`src/rtl/sdram_port_arbiter.sv`:
```
// sdram_port_arbiter
//
// Shares one Avalon-MM SDRAM master between N_REQ requesters of the
// rasterizer unit: vertex fetch (port 0), depth/color fetch (port 1) and
// z-test writeback (port 2). Transfers are arbitrated round-robin, one
// transfer per grant. A granted transfer that the controller stalls keeps
// the grant until it is accepted. Pipelined reads are tracked in an
// owner-tag FIFO so that each returning read word is steered back to the
// port that issued it. Requests and responses pass through combinationally,
// so the arbiter adds no latency in either direction.
//
// Ports
//   clock, reset           system clock, asynchronous active-high reset
//   req_address            per-port word address (slice i = port i)
//   req_read, req_write    per-port transfer requests
//   req_byteenable         per-port byte enables
//   req_writedata          per-port write data
//   req_waitrequest        per-port stall back to the requester
//   req_readdata           read data, broadcast to every port
//   req_readdatavalid      per-port read-data strobe
//   master_*               Avalon-MM master towards the SDRAM controller
//   outstanding            number of reads issued but not yet returned
//   rd_underflow           sticky: read data arrived with no read outstanding

module sdram_port_arbiter #(
    parameter int N_REQ     = 3,
    parameter int ADDR_W    = 26,
    parameter int TAG_DEPTH = 8
) (
    input  logic                          clock,
    input  logic                          reset,
    input  logic [N_REQ*ADDR_W-1:0]       req_address,
    input  logic [N_REQ-1:0]              req_read,
    input  logic [N_REQ-1:0]              req_write,
    input  logic [N_REQ*4-1:0]            req_byteenable,
    input  logic [N_REQ*32-1:0]           req_writedata,
    output logic [N_REQ-1:0]              req_waitrequest,
    output logic [31:0]                   req_readdata,
    output logic [N_REQ-1:0]              req_readdatavalid,
    output logic [ADDR_W-1:0]             master_address,
    output logic                          master_read,
    output logic                          master_write,
    output logic [3:0]                    master_byteenable,
    output logic [31:0]                   master_writedata,
    input  logic [31:0]                   master_readdata,
    input  logic                          master_readdatavalid,
    input  logic                          master_waitrequest,
    output logic [$clog2(TAG_DEPTH):0]    outstanding,
    output logic                          rd_underflow
);

    localparam int ID_W  = (N_REQ > 1) ? $clog2(N_REQ) : 1;
    localparam int PTR_W = $clog2(TAG_DEPTH);
    localparam int CNT_W = PTR_W + 1;

    // FREE: the grant follows the round-robin search.
    // LOCKED: a stalled transfer owns the bus until the controller takes it.
    typedef enum logic {
        ARB_FREE,
        ARB_LOCKED
    } arb_state_t;

    arb_state_t        state;
    arb_state_t        state_next;
    logic [ID_W-1:0]   lock_id;
    logic [ID_W-1:0]   lock_id_next;
    logic [ID_W-1:0]   rr_ptr;
    logic [ID_W-1:0]   rr_ptr_next;

    logic [ID_W-1:0]   tag_mem [TAG_DEPTH];
    logic [PTR_W-1:0]  wr_ptr;
    logic [PTR_W-1:0]  rd_ptr;
    logic [CNT_W-1:0]  count;

    logic              fifo_full;
    logic              fifo_empty;
    logic              push;
    logic              pop;
    logic              room;
    logic [N_REQ-1:0]  eligible;
    logic              grant_valid;
    logic [ID_W-1:0]   grant;
    logic              sel_read;
    logic              sel_write;
    logic              accept;

    assign fifo_full  = (count == CNT_W'(TAG_DEPTH));
    assign fifo_empty = (count == '0);

    // A response retires the head tag in the same cycle, which frees a slot
    // for a read being accepted in that very cycle.
    assign pop  = master_readdatavalid && !fifo_empty && !reset;
    assign room = !fifo_full || pop;

    // A read may only be presented when its owner tag can be stored, so a
    // read facing a full FIFO simply waits while writes keep flowing.
    always_comb begin
        eligible = '0;
        for (int i = 0; i < N_REQ; i++) begin
            eligible[i] = req_write[i] || (req_read[i] && room);
        end
    end

    // Grant selection. A locked grant is honoured while its owner still
    // requests; otherwise the search starts at rr_ptr and wraps around.
    always_comb begin
        int              idx;
        logic [ID_W-1:0] idx_id;
        grant_valid = 1'b0;
        grant       = '0;
        idx         = 0;
        idx_id      = '0;
        if (state == ARB_LOCKED && eligible[lock_id]) begin
            grant_valid = 1'b1;
            grant       = lock_id;
        end else begin
            for (int k = 0; k < N_REQ; k++) begin
                idx = int'(rr_ptr) + k;
                if (idx >= N_REQ) begin
                    idx = idx - N_REQ;
                end
                idx_id = ID_W'(idx);
                if (!grant_valid && eligible[idx_id]) begin
                    grant_valid = 1'b1;
                    grant       = idx_id;
                end
            end
        end
    end

    // Master side: the granted port drives the bus directly. A port that
    // raises read and write together has its read dropped.
    always_comb begin
        sel_read          = req_read[grant] && !req_write[grant];
        sel_write         = req_write[grant];
        master_address    = req_address[int'(grant)*ADDR_W +: ADDR_W];
        master_byteenable = req_byteenable[int'(grant)*4 +: 4];
        master_writedata  = req_writedata[int'(grant)*32 +: 32];
        master_read       = !reset && grant_valid && sel_read;
        master_write      = !reset && grant_valid && sel_write;
    end

    assign accept = grant_valid && (master_read || master_write) && !master_waitrequest;
    assign push   = accept && master_read;

    // Requester side: only the granted port may proceed, and only when the
    // controller is not stalling. Read strobes go to the owner at the head.
    always_comb begin
        req_waitrequest   = '1;
        req_readdatavalid = '0;
        for (int i = 0; i < N_REQ; i++) begin
            req_waitrequest[i]   = reset || !(grant_valid && grant == ID_W'(i))
                                   || master_waitrequest;
            req_readdatavalid[i] = pop && (tag_mem[rd_ptr] == ID_W'(i));
        end
    end

    assign req_readdata = master_readdata;
    assign outstanding  = count;

    // Arbiter next state. An accepted transfer moves the round-robin pointer
    // past the winner and releases any lock; a stalled one pins the grant.
    always_comb begin
        state_next   = state;
        lock_id_next = lock_id;
        rr_ptr_next  = rr_ptr;
        if (accept) begin
            state_next  = ARB_FREE;
            rr_ptr_next = (grant == ID_W'(N_REQ - 1)) ? '0 : grant + ID_W'(1);
        end else if (grant_valid && master_waitrequest) begin
            state_next   = ARB_LOCKED;
            lock_id_next = grant;
        end else if (!grant_valid) begin
            state_next = ARB_FREE;
        end
    end

    // Arbiter state register.
    always_ff @(posedge clock or posedge reset) begin
        if (reset) begin
            state   <= ARB_FREE;
            lock_id <= '0;
            rr_ptr  <= '0;
        end else begin
            state   <= state_next;
            lock_id <= lock_id_next;
            rr_ptr  <= rr_ptr_next;
        end
    end

    // Tag storage carries no reset; validity is defined by the pointers.
    always_ff @(posedge clock) begin
        if (push) begin
            tag_mem[wr_ptr] <= grant;
        end
    end

    // FIFO pointers, occupancy and the sticky underflow flag. Pointers wrap
    // naturally because the depth is a power of two.
    always_ff @(posedge clock or posedge reset) begin
        if (reset) begin
            wr_ptr       <= '0;
            rd_ptr       <= '0;
            count        <= '0;
            rd_underflow <= 1'b0;
        end else begin
            if (push) begin
                wr_ptr <= wr_ptr + PTR_W'(1);
            end
            if (pop) begin
                rd_ptr <= rd_ptr + PTR_W'(1);
            end
            case ({push, pop})
                2'b10:   count <= count + CNT_W'(1);
                2'b01:   count <= count - CNT_W'(1);
                default: count <= count;
            endcase
            if (master_readdatavalid && fifo_empty) begin
                rd_underflow <= 1'b1;
            end
        end
    end

`ifndef SYNTHESIS
    // A requester must never ask for a read and a write at the same time.
    read_write_exclusive: assert property (
        @(posedge clock) disable iff (reset) ((req_read & req_write) == '0)
    );
`endif

endmodule

```
`config.mk`:
```
export PLATFORM = sky130hd
export DESIGN_NAME = sdram_port_arbiter
export DESIGN_NICKNAME = d
export VERILOG_FILES = /design/src/rtl/sdram_port_arbiter.sv
export SDC_FILE = /design/constraint.sdc
export NUM_CORES = 1
export LEC_CHECK = 0
export BUFFER_PORTS_ARGS = -buffer_cell sky130_fd_sc_hd__buf_2
export CORE_AREA = 2 2 131 133
export CTS_CLUSTER_SIZE = 16
export DETAILED_ROUTE_END_ITERATION = 10
export DIE_AREA = 0 0 133 135
export PLACE_DENSITY = 0.5
export SYNTH_ARGS = -nofsm -noshare
export SYNTH_HDL_FRONTEND = slang
export SYNTH_SLANG_ARGS = --single-unit
```
`constraint.sdc`:
```
create_clock -name clock -period 3.8 [get_ports clock]
set_clock_uncertainty 0.05 [all_clocks]
set_input_delay 0.19 -clock clock [delete_from_list [all_inputs] [get_ports clock]]
set_output_delay 0.19 -clock clock [all_outputs]
set_load 0.05 [all_outputs]
```
==> out/metrics.cfg <==
[setup_path]
crit_slowest_cell=or4_4
critPathRequiredTime_ps=3910
end_kind=flop
cp-start-kind=flop
arrival_ps=3740
crit_path_max_incr_delay_ps=560
critical_path_class=flop to flop
crit_chain=or3_4 > o31ai_1 > a31oi_1 > or4_4 > o311ai_4 > nand2_8 > ha_1 > ha_1 > a21o_1 > a21oi_1 > xnor2_1 > nor2_1 > xnor2_1
rr_worst_depth=13
crit_path_max_fanout=9

[outcome]
status=complete, no violations

[clocking]
cts_buffers=5
cts_hold_buf=0
cts_tree=yes
insertion_delay_ps=270
cts_buffer_depth=2
clk_pin_slew_ps=50
htreeDepth=2
cts_root_buf=clkbuf_16
cts.sinks=32

[floorplan]
fp.coreArea_mm2=0.0164
rows=47
io_pins=335
die_y_um=135
die_w_um=133
start_util=0.197
design.die.area_mm2=0.0180

[placed_design]
hpwl_um=12400
numPlacedInstances=861
gp_congestion=0.832
portBuffers=270

[logic_synthesis]
yosys_warnings=0
synthTopCellsByArea=nand2_1 16%, edfxtp_1 15%, a22oi_1 14%
synth_top_area_frac=0.161
yosysTopAreaCell=nand2_1
synthFlopType=edfxtp_1
synth_common_cells=139 x nand2_1, 62 x a22oi_1, 32 x buf_4, 16 x dfrtp_1, 16 x edfxtp_1
netlist_area_mm2=0.00324
synth_fp_nets=655
syn_inst=419
synth_edf_count=16
ys_ff_latch=32
ys_types=52
synth_most_common_cell=nand2_1
synth.avg_cell_area_um2=7.72
synth_seq_area_share=0.272
async_reset_ff_frac=0.500

[detailed_routing]
drt_iter0_markers=218
firstDrtPassIters=5
vias_per_cell=4.47
drc_errors=0
finalWirelength_um=14900
vias=3898
wire_per_inst_um=17.1
antenna_left=0

[sta]
tightest_slew_ps=689
rsz0062_at_grt=no
relSlewSlack=0.540
slew_viol_final=0
hold_slack_ps=26.4
finalSetupViolCount=0
hold_viol=0
setup-tns-final_ps=0
final.min_clock_period_ps=3630
fin_crit_sh=0.956
fmax_mhz=275

[hold_path]
hold_class=input pin to asynchronous set/reset pin

[grt]
grt_pass1_wl_um=21200
grt_overflow=0
grt_pass1_vias=3635
grt_max_degree=74
grt_antenna_before_repair=0
grt_usage=0.154

[job]
max-cap-violations=0

[final_layout]
fin_cells=872
nNetsFinal=887
diodes=0
drive_gt1_frac=0.475
area_growth_pct=49.3

-- logic make-up after synthesis --
logic type                 Yosys count  share of synthesized area
DFF                                 32                      0.272
xor gates and xnor gates             8                     0.0217
and+or+nand+nor                    189                      0.252
buffers and inverters               71                      0.125
adders and majority gates            8                     0.0333
AOI/OAI and AO/OA                  100                      0.244
muxes                               11                     0.0522
-- path summary, 6_finish.rpt --
check	from	end	slack, ps
worst max-delay path	outstanding[0]	outstanding[3]	170
worst min-delay path	reset	state	30
worst max register to register	outstanding[0]	outstanding[3]	170
worst min register to register	rd_underflow	rd_underflow	410
max in group asynchronous	reset	wr_ptr[2]	3230
min in group clock	master_readdatavalid	rd_underflow	100
-- layout make-up --
class	count	area, um^2
Clock buffer	5	125
Clock inverter	3	42.5
Fill cell	1806	11600
Inverter	13	48.8
Multi-Input combinational cell	316	1970
Sequential cell	32	881
Tap cell	220	275
Timing Repair Buffer	283	1490
-- worst max-delay path, delay by kind of cell (launching register included) --
kind	cells	cell delay, ps
AND/OR/NAND/NOR	4	1210
AO/OA/AOI/OAI	5	990
adder cells (fa/ha/maj)	2	540
flip-flops	1	440
XOR/XNOR	2	250
-- per-stage QoR --
stage | setup WS (ps) | cell area, um^2 | util
after CTS | 31.7 | 4790 | 0.292
after global placement | 239 | 4620 | 0.282
after global routing | 1.00 | 4830 | 0.294
after detailed placement | 214 | 4620 | 0.282
final | 169 | 4830 | 0.294
after floorplan | 242 | 3240 | -
-- cell usage in the layout, fill, tap and decap left out, types with 3 or more instances in the layout --
cell / synthesis / layout
and3_1: 3 / 3
a31oi_1: 3 / 3
buf_2: 15 / 270
nor4_1: 4 / 4
buf_4: 32 / 9
mux2i_1: 3 / 3
nand3_1: 3 / 3
xnor2_1: 6 / 6
clkbuf_16: 0 / 5
dfrtp_1: 16 / 16
mux4_2: 4 / 4
ha_1: 7 / 7
mux2_2: 3 / 3
a22oi_1: 62 / 62
nand2_1: 139 / 139
buf_12: 0 / 3
nor2_1: 15 / 14
o21ai_0: 7 / 7
edfxtp_1: 16 / 16
a21o_1: 5 / 5
a21oi_1: 5 / 5
nor3_1: 10 / 10
inv_1: 13 / 13
nand2b_1: 5 / 5
-- sequential cells by signal, indices dropped and copies added (netlist names) --
name          cells
wr_ptr            3
rd_underflow      1
lock_id           2
outstanding       4
state             1
tag_mem          16
rd_ptr            3
rr_ptr            2
-- layer usage --
layer | GRT usage | share of wire | vias up | wire length (um)
li1 | - | - | 1927 | -
met1 | 0.200 | 0.42 | 1787 | 6320
met2 | 0.263 | 0.49 | 175 | 7380
met3 | 0.0334 | 0.071 | 9 | 1060
met4 | 0.0341 | 0.012 | 0 | 175
met5 | 0 | 0 | - | 0
-- what timing repair did --
item / CTS / global route
endpoints found under the setup margin: 0 / 34
gates resized for setup: 0 / 1
setup buffers: 0 / 3
hold endpoints to repair: 0 / 0
Power is left out: the tool's default activity adds up to more than one toggle a clock period on the data nets, which glitch-free logic cannot reach.
